$ cat config.mk
export PLATFORM = sky130hd
export DESIGN_NAME = bcd_seg_scanner
export DESIGN_NICKNAME = d
export VERILOG_FILES = /design/src/rtl/bcd_seg_scanner.sv
export SDC_FILE = /design/constraint.sdc
export NUM_CORES = 1
export LEC_CHECK = 0
export CORE_MARGIN = 4
export CORE_UTILIZATION = 60
export CTS_CLUSTER_DIAMETER = 150
export DETAILED_ROUTE_END_ITERATION = 10
export PLACE_DENSITY = 0.95
export SYNTH_ARGS = -nofsm -noshare
export SYNTH_HDL_FRONTEND = slang
export SYNTH_SLANG_ARGS = --single-unit
$ cat constraint.sdc
create_clock -name clk -period 3.45 [get_ports clk]
set_input_delay 0.69 -clock clk [delete_from_list [all_inputs] [get_ports clk]]
set_output_delay 0.69 -clock clk [all_outputs]
set_load 0.02 [all_outputs]
$ cat src/rtl/bcd_seg_scanner.sv
// bcd_seg_scanner: double-buffered 5-digit 7-segment scan driver.
// Define BCD_SCAN_LZB_EN to enable leading-zero blanking.
module bcd_seg_scanner #(
  parameter int DIV_W   = 16,
  parameter int DIV_MAX = 49999
) (
  input  logic       clk,
  input  logic       reset,
  input  logic       en,
  input  logic       load,
  input  logic       l4,
  input  logic [6:0] l3,
  input  logic [6:0] l2,
  input  logic [6:0] l1,
  input  logic [6:0] l0,
  output logic [4:0] an,
  output logic [6:0] seg,
  output logic       frame_done
);

  typedef enum logic [2:0] {
    DIG0, DIG1, DIG2, DIG3, DIG4
  } idx_e;

  typedef struct packed {
    logic       c;
    logic [6:0] d3;
    logic [6:0] d2;
    logic [6:0] d1;
    logic [6:0] d0;
  } frame_t;

  localparam logic [6:0] SEG_ONE = 7'b0110000;
`ifdef BCD_SCAN_LZB_EN
  localparam logic [6:0] SEG_ZERO = 7'b1111110;
`endif

  logic [DIV_W-1:0] presc_q, presc_d;
  idx_e             idx_q, idx_d;
  logic             pend_q, pend_d;
  frame_t           stg_q, stg_d;
  frame_t           shd_q, shd_d;
  logic [4:0]       an_q, an_d;
  logic [6:0]       seg_q, seg_d;
  logic             fd_q, fd_d;
  logic             tick;
  logic             wrap;
  frame_t           live;

  // Blanking is applied once, when a frame is committed to shadow.
  function automatic frame_t lzb(frame_t f);
    frame_t r;
`ifdef BCD_SCAN_LZB_EN
    logic b3, b2, b1;
`endif
    r = f;
`ifdef BCD_SCAN_LZB_EN
    b3 = !f.c && (f.d3 == SEG_ZERO);
    b2 = b3 && (f.d2 == SEG_ZERO);
    b1 = b2 && (f.d1 == SEG_ZERO);
    if (b3) r.d3 = '0;
    if (b2) r.d2 = '0;
    if (b1) r.d1 = '0;
`endif
    return r;
  endfunction

  function automatic logic [6:0] pick(frame_t f, idx_e i);
    logic [6:0] p;
    p = '0;
    unique case (i)
      DIG0:    p = f.d0;
      DIG1:    p = f.d1;
      DIG2:    p = f.d2;
      DIG3:    p = f.d3;
      DIG4:    p = f.c ? SEG_ONE : 7'b0000000;
      default: p = '0;
    endcase
    return p;
  endfunction

  function automatic logic [4:0] onehot(idx_e i);
    logic [4:0] o;
    o = '0;
    unique case (i)
      DIG0:    o = 5'b00001;
      DIG1:    o = 5'b00010;
      DIG2:    o = 5'b00100;
      DIG3:    o = 5'b01000;
      DIG4:    o = 5'b10000;
      default: o = '0;
    endcase
    return o;
  endfunction

  assign live = {l4, l3, l2, l1, l0};

  // Scan FSM next state, capture/transfer and registered output drive.
  always_comb begin
    tick    = en && (presc_q == DIV_W'(DIV_MAX));
    wrap    = tick && (idx_q == DIG4);
    presc_d = presc_q;
    idx_d   = idx_q;
    pend_d  = pend_q;
    stg_d   = stg_q;
    shd_d   = shd_q;
    an_d    = '0;
    seg_d   = '0;
    fd_d    = wrap;

    if (en) begin
      presc_d = tick ? '0 : presc_q + DIV_W'(1);
    end

    if (tick) begin
      unique case (idx_q)
        DIG0:    idx_d = DIG1;
        DIG1:    idx_d = DIG2;
        DIG2:    idx_d = DIG3;
        DIG3:    idx_d = DIG4;
        DIG4:    idx_d = DIG0;
        default: idx_d = DIG0;
      endcase
    end

    if (load) begin
      stg_d  = live;
      pend_d = 1'b1;
    end

    // A load on the wrap edge bypasses staging so digit 0 is fresh.
    if (wrap) begin
      if (load) begin
        shd_d  = lzb(live);
        pend_d = 1'b0;
      end else if (pend_q) begin
        shd_d  = lzb(stg_q);
        pend_d = 1'b0;
      end
    end

    if (en) begin
      an_d  = onehot(idx_d);
      seg_d = pick(shd_d, idx_d);
    end
  end

  // State and output registers with synchronous reset.
  always_ff @(posedge clk) begin
    if (reset) begin
      presc_q <= '0;
      idx_q   <= DIG0;
      pend_q  <= 1'b0;
      stg_q   <= '0;
      shd_q   <= '0;
      an_q    <= 5'b00001;
      seg_q   <= '0;
      fd_q    <= 1'b0;
    end else begin
      presc_q <= presc_d;
      idx_q   <= idx_d;
      pend_q  <= pend_d;
      stg_q   <= stg_d;
      shd_q   <= shd_d;
      an_q    <= an_d;
      seg_q   <= seg_d;
      fd_q    <= fd_d;
    end
  end

  assign an         = an_q;
  assign seg        = seg_q;
  assign frame_done = fd_q;

endmodule

## Word level (Yosys, flattened, before mapping)

Index checks and enable logic that the tools add are counted.

- Flip-flop bits (word level): 91
- Bits of input ports: 33
- Output and inout bits: 13

- $add $sub $neg: 1
- Eq/ne operators: 9
- Multiplexer cells: 14
- Bitwise operators: 1
- Reduce and logical (&&, ||, !) cells: 5

Operators with widths:

| operator | number |
|---|---|
| $mux W29 | 3 |
| $pmux W7 S5 | 1 |
| $pmux W5 S5 | 1 |
| $add A16 B1 Y16 const B | 1 |
| $eq A16 B16 Y1 const B | 1 |
| $mux W16 | 1 |
| $eq A3 B2 Y1 const B | 4 |
| $pmux W3 S4 | 1 |
| $eq A3 B1 Y1 const B | 2 |
| $eq A3 B3 Y1 const B | 2 |
| $logic_not A3 Y1 | 2 |
| $mux W6 | 1 |
| $mux W1 | 5 |
| $mux W3 | 1 |
| $logic_and A1 B1 Y1 | 2 |
| $reduce_or A2 Y1 | 1 |
| $not A1 Y1 | 1 |

## Logic depth before layout (Yosys ltp)

Gate-level depths: netlist of the first run.

- Depth after elaboration: 6
- Gate-level depth with buffers: 11
- Depth with buffers taken out: 8

## Worst setup path after synthesis of the first run

OpenSTA, ideal clock, no wires.

- Path kind: in2reg
- Start point: in en
- End point: reg seg_q[5], in the netlist seg[5]
- Data arrival time: 2.199 ns
- Setup slack: 1.132 ns
- Stages: 9
- Buffers on the path: 2
- Cell sequence: and3_1 -> buf_6 -> and4_1 -> buf_6 -> and2_4 -> xnor2_1 -> nor2_1 -> a221o_1 -> o31a_1

- Cells in the longest elaborated chain, start to end: 5

Ends and longest elaborated chain:

| item | RTL line | source |
|---|---|---|
| start: declaration | 9 | `input logic en,` |
| $logic_and A1 B1 Y1 | 100 | `tick = en && (presc_q == DIV_W'(DIV_MAX));` |
| $logic_and A1 B1 Y1 | 101 | `wrap = tick && (idx_q == DIG4);` |
| $mux W29 | 132 | `if (wrap) begin` |
| $mux W6 | 76 | `DIG4: p = f.c ? SEG_ONE : 7'b0000000;` |
| $pmux W7 S5 | 71 | `unique case (i)` |
| end signal: assignment | 166 | `seg_q <= seg_d;` |
| end: declaration | 44 | `logic [6:0] seg_q, seg_d;` |

Parallel ways exist; a longest one is shown, timed or not.
A chain may end at the register's enable or synchronous reset.

## Worst setup path in the final report of the first run

Same ends and word-level chain as after synthesis.

==> results of run 1 <==
==> layer usage <==
metal  up-vias  wire (um)  part of all wire (%)  GRT usage, %
met1      1684       3870                    39          27.6
met3        25        663                   6.7          7.83
met4         0        215                   2.2          8.55
met2       150       5160                    52          44.0
met5         -          0                     0             0
li1       1689          -                     -             -
==> kinds of logic (layout without fill, tap and decap cells) <==
family,Yosys count,in the layout
buffers and inverters,38,78
flip-flops,91,91
XOR/XNOR,16,16
adder cells (fa/ha/maj),1,1
AO/OA/AOI/OAI,93,93
multiplexers,27,27
AND/OR/NAND/NOR,200,200
==> where the power goes <==
group          internal, mW  switching, mW  leakage [nW]
combinational        0.0753         0.0823          1.03
sequential             1.07         0.0147         0.740
clock                 0.553          0.379         0.125
total                  1.70          0.476          1.89
==> worst max-delay path: stages <==
cell and delay [ps]:
clkdlybuf4s50_1 600, and3_1 210, and4_1 380, nand3_1 380, o22a_1 310, nor2_1 140
nor3_1 80, o31a_1 280
==> final timing paths <==
path,endpoint,depth (start not counted),slack [ps],start
max reg2reg,seg[5],7,970,presc_q[10]
min reg2reg,stg_q[1],2,480,stg_q[1]
min,stg_q[1],2,480,stg_q[1]
max,seg[5],8,640,en
==> placed cells by master, fill, tap and decap left out, drive strengths merged, types with 6 or more instances in the layout <==
| cell type | n |
|---|---|
| a21oi | 18 |
| a22oi | 8 |
| a31oi | 7 |
| and2 | 9 |
| buf | 10 |
| clkbuf | 9 |
| clkdlybuf4s50 | 43 |
| dfxtp | 91 |
| inv | 9 |
| mux2i | 26 |
| nand2 | 34 |
| nand2b | 6 |
| nand3 | 10 |
| nor2 | 91 |
| nor2b | 13 |
| nor3 | 16 |
| o21ai | 11 |
| o22ai | 18 |
| xor2 | 11 |
==> stage by stage <==
stage	cell area, um^2	instances	hold WS, ps	utilization [%]
3_5_place_dp	4540	567	462	69.9
5_1_grt	4800	583	512	73.9
6_report	4800	583	485	73.9
2_1_floorplan	4090	466	443	-
3_3_place_gp	4540	567	455	69.9
4_1_cts	4800	583	479	73.9
==> sequential cells by signal (all words and copies together) (netlist names) <==
register	count
stg_q	29
frame_done	1
shd_q	29
seg	7
an	5
pend_q	1
presc_q	16
idx_q	3
==> layout make-up <==
type	instances	area [um^2]	share of cell area, %
multi-input cells	337	2080	43.4
flip-flops and latches	91	1820	37.9
repair buffers	53	500	10.4
clock inverters	7	140	2.92
clock buffers	9	124	2.58
well taps	77	96.3	2.01
inverters	9	33.8	0.704
==> out/results.tsv, run 1 <==
stage	metric	value	unit
timing	clock-skew-final	7.24	ps
routing	wl_per_cell	17.0	um
placement	dp_slack	322	ps
logic_synthesis	synth.distinct_cells	55	
grt	grt_pass1_wl	16.5	mm
cts	cts_tree	done	
logic_synthesis	synth_commonest_cells	dfxtp_1, nor2_1, nand2_1	
routing	drt-pass1-iter-count	6	
routing	drc	0	
placement	dp_hpwl	6.87	mm
critical_path	end_kind	flip-flop	
floorplanning	core_area	6490	um^2
logic_synthesis	synth_top_family_by_area	simple AND/OR/NAND/NOR gates	
cts	clock-sinks	91	
logic_synthesis	synth-adder-area-share	0.306	%
critical_path	cp_max_fo	9	
critical_path	crit_arrival	3070	ps
logic_synthesis	synth.area.mux_share	6.64	%
floorplanning	die_y	90.5	um
logic_synthesis	synth_most_common_cell	dfxtp_1	
logic_synthesis	yosys.area_share.simple	24.1	%
floorplanning	die_area	8190	um^2
cts	insertion_delay	360	ps
logic_synthesis	ys_seq_elements	91	
logic_synthesis	yosys_warnings	0	
timing	min_period_over_period	81.3	%
timing	relSlewSlack	53.5	%
finish	areaGrowthSynthToFinish	17.5	%
floorplanning	std_cell_rows	29	
logic_synthesis	synth_fp_nets	500	
cts	hold_buffers	0	
timing	slew_viol_final	0	
grt	grt_max_degree	68	
cts	clk_pin_slew	90	ps
placement	gp_congestion	0.880	
power_and_ir_drop	ir_drop	338	uV
timing	rsz0062_at_grt	no	
cts	numCtsBuffers	9	
grt	grt_pass1_vias	3569	
logic_synthesis	avgSynthCellArea	8.77	um^2
timing	hold_violations	0	
critical_path	crit_required	3710	ps
floorplanning	die_width	90.5	um
logic_synthesis	synth-compound-area-share	16.5	%
timing	final.setup.worst_slack	644	ps
logic_synthesis	synth_flop_cell	dfxtp_1	
flow_run	drv_cap	0	
cts	ctsResizeCount	0	
hold_path	hold_class	reg2reg	
routing	viasPerCell	6.09	
cts	root_buffer	clkbuf_8	
finish	antenna_cells	0	
logic_synthesis	synth_edf_count	0	
routing	drt_wl_total	9.90	mm
cts	htree_levels	3	
finish	final_nets	535	
finish	drive_gt1_share	8.89	%
grt	grt_overflow	0	
grt	antenna_found_initial	0	
run_status	status	finished, final reports clean	
cts	post_cts_buffers	0	
timing	worst_pin_slew	698	ps
placement	port_buffers	45	
grt	grt_usage	24.7	%
power_and_ir_drop	leakagePower	1.89	nW
logic_synthesis	syn_area	4090	um^2
finish	fill_cells	438	
timing	fin_tns_setup	0	ps
logic_synthesis	synthXorXnorAreaFrac	3.43	%
routing	postRouteAntennaNets	0	
critical_path	critPathKind	in2reg	
timing	setup_viol	0	
floorplanning	start_util	62.9	%
power_and_ir_drop	powerDensity	453	nW/um^2
logic_synthesis	async_reset_ff_share	0	%
routing	via_count	3548	
timing	layout_min_cycle_time	2810	ps
logic_synthesis	ys_seq_area_share	44.6	%
power_and_ir_drop	finalPower	2.18	mW
logic_synthesis	synth_top_area_share	44.6	%
logic_synthesis	synth_largest_area_cell	dfxtp_1	
logic_synthesis	synth.area.top_cells	dfxtp_1, nor2_1, mux2i_1	
cts	clock_path_buffers	2	
routing	first_iter_violations	299	
critical_path	cp-start-kind	input pin	
logic_synthesis	synthCells	466	
floorplanning	io_pins	46	
timing	fmax	356	MHz
Power figures use the tool's default switching activity.
==> inputs of run 2 (changes only) <==
--- a/config.mk
+++ b/config.mk
@@ -6,10 +6,10 @@
 export NUM_CORES = 1
 export LEC_CHECK = 0
 export CORE_MARGIN = 4
-export CORE_UTILIZATION = 60
+export CORE_UTILIZATION = 56
 export CTS_CLUSTER_DIAMETER = 150
 export DETAILED_ROUTE_END_ITERATION = 10
-export PLACE_DENSITY = 0.95
+export PLACE_DENSITY = 0.91
 export SYNTH_ARGS = -nofsm -noshare
 export SYNTH_HDL_FRONTEND = slang
 export SYNTH_SLANG_ARGS = --single-unit
==> constraint.sdc (replaced) <==
create_clock -name clk -period 2.6 [get_ports clk]
set_input_delay 0.52 -clock clk [delete_from_list [all_inputs] [get_ports clk]]
set_output_delay 0.52 -clock clk [all_outputs]
set_load 0.02 [all_outputs]
==> out/results.tsv, run 2 (synthesized netlist as in run 1, its figures left out) <==
stage	metric	value	unit	change
run_status	status	finished, final reports clean		unchanged
timing	layout_min_cycle_time	2370	ps	
grt	grt_pass1_wl	16.7	mm	was 16.5 mm
cts	insertion_delay	360	ps	about the same
cts	clock-sinks	91		unchanged
grt	antenna_found_initial	0		unchanged
timing	min_period_over_period	91.3	%	
critical_path	critPathKind	in2reg		unchanged
cts	clock_path_buffers	2		unchanged
timing	clock-skew-final	11.7	ps	was 7.24 ps
hold_path	hold_depth	2		unchanged
power_and_ir_drop	leakagePower	1.96	nW	was 1.89 nW
routing	postRouteAntennaNets	0		unchanged
cts	root_buffer	clkbuf_8		unchanged
critical_path	r2r_slack	350	ps	was 970 ps
timing	rsz0062_at_grt	no		unchanged
placement	gp_congestion	0.857		was 0.880
grt	grt_max_degree	51		was 68
finish	final_cell_mix	dfxtp_1, nor2_1, clkdlybuf4s50_1		unchanged
routing	via_count	3581		was 3548
finish	final_nets	556		was 535
critical_path	r2r-start	presc_q[10]		unchanged
placement	placed_cell_area	4720	um^2	was 4540 um^2
flow_run	drv_cap	0		unchanged
finish	final_common_cell	dfxtp_1		unchanged
cts	post_cts_buffers	0		unchanged
critical_path	crit_arrival	2630	ps	was 3070 ps
grt	grt_overflow	0		unchanged
timing	setup_viol	0		unchanged
floorplanning	die_y	93.4	um	was 90.5 um
finish	reg.largest.list	shd_q: 29 flops, stg_q: 29 flops, presc_q: 16 flops		unchanged
power_and_ir_drop	ir_drop	431	uV	was 338 uV
routing	drt_wl_total	9.98	mm	was 9.90 mm
finish	drive_gt1_share	12.7	%	was 8.89%
floorplanning	die_width	93.4	um	was 90.5 um
routing	drt-pass1-iter-count	4		was 6
timing	slew_viol_final	0		unchanged
grt	grt_pass1_vias	3564		was 3569
placement	dp_slack	-148	ps	was 322 ps
cts	htree_levels	3		unchanged
floorplanning	io_pins	46		unchanged
hold_path	hold_end	stg_q[1]		unchanged
cts	cts_tree	done		unchanged
cts	clk_pin_slew	90	ps	about the same
floorplanning	die_area	8730	um^2	was 8190 um^2
placement	port_buffers	45		unchanged
critical_path	reg2reg_to	seg[5]		unchanged
critical_path	cp_max_fo	8		was 9
critical_path	crit_required	2860	ps	was 3710 ps
timing	hold_violations	0		unchanged
hold_path	hold_start	stg_q[1]		unchanged
routing	first_iter_violations	243		was 299
floorplanning	std_cell_rows	30		was 29
finish	antenna_cells	0		unchanged
timing	final.setup.worst_slack	226	ps	was 644 ps
routing	viasPerCell	5.75		was 6.09
power_and_ir_drop	finalPower	2.65	mW	was 2.18 mW
critical_path	cp-start-kind	input pin		unchanged
timing	worst_pin_slew	532	ps	was 698 ps
finish	instances_no_fill	623		was 583
floorplanning	core_area	6940	um^2	was 6490 um^2
routing	wl_per_cell	16.0	um	was 17.0 um
grt	grt_usage	24.1	%	was 24.7%
power_and_ir_drop	powerDensity	536	nW/um^2	was 453 nW/um^2
placement	dp_hpwl	7.28	mm	was 6.87 mm
finish	final_area	4940	um^2	was 4800 um^2
timing	relSlewSlack	64.4	%	was 53.5%
critical_path	end_kind	flip-flop		unchanged
timing	fmax	421	MHz	
timing	fin_tns_setup	0	ps	unchanged
finish	areaGrowthSynthToFinish	20.8	%	was 17.5%
floorplanning	start_util	58.8	%	was 62.9%
routing	drc	0		unchanged
placement	place_inst	607		was 567
critical_path	reg2reg_depth	8		was 7
hold_path	hold_class	reg2reg		unchanged
cts	numCtsBuffers	9		unchanged
[run 2: changes by cell type in the layout (fill, tap and decap cells not counted)]
cell	change
clkbuf_8	+2
clkinv_4	+1
buf_4	+21
clkinv_2	-1
nor3_2	+1
clkinvlp_4	+1
nor3_1	-1
bufinv_16	-3
[run 2: where the power goes]
group,switching (mW),internal [mW],total [mW]
clock,0.490,0.498,0.988
combinational,0.115,0.106,0.221
sequential,0.0156,1.42,1.44
total,0.621,2.03,2.65
[run 2: worst max path at each step]
stage	from	end	slack, ps
6_report	en	seg[1]	230
5_1_grt	en	seg[0]	100
4_1_cts	en	seg[4]	220
3_5_place_dp	en	seg[2]	-150
3_3_place_gp	en	seg[1]	-80
2_1_floorplan	presc_q[0]	seg[5]	420
[run 2: worst max-delay path: stages]
cell and delay (ps):
clkdlybuf4s50_1 530, and3_1 190, buf_4 140, nand4_1 110, or3_1 480, a21oi_1 240, o22ai_1 110, a211o_1 310
[run 2: area by class of cell]
type                    count  area, um^2
inverters                   9        33.8
flip-flops and latches     91        1820
repair buffers             74         658
clock buffers              11         151
well taps                  96         120
fillers                   503        2010
clock inverters             5        61.3
multi-input cells         337        2090
[run 2: through the flow]
| step | hold WS [ps] | util (%) |
|---|---|---|
| 2_1_floorplan | 443 | - |
| 3_3_place_gp | 453 | 67.9 |
| 3_5_place_dp | 465 | 67.9 |
| 4_1_cts | 485 | 71.0 |
| 5_1_grt | 513 | 71.1 |
| 6_report | 483 | 71.1 |
[run 2: timing repair]
action,4_1_cts,5_1_grt
setup endpoints to repair,0,1
hold buffers,0,0
resized for setup,0,1
[run 2: routing by layer]
metal | up-vias | wire (um) | global-route usage (%)
li1 | 1744 | - | -
met1 | 1678 | 3940 | 28.1
met2 | 127 | 5020 | 41.6
met3 | 32 | 676 | 6.03
met4 | 0 | 340 | 10.6
met5 | - | 0 | 0
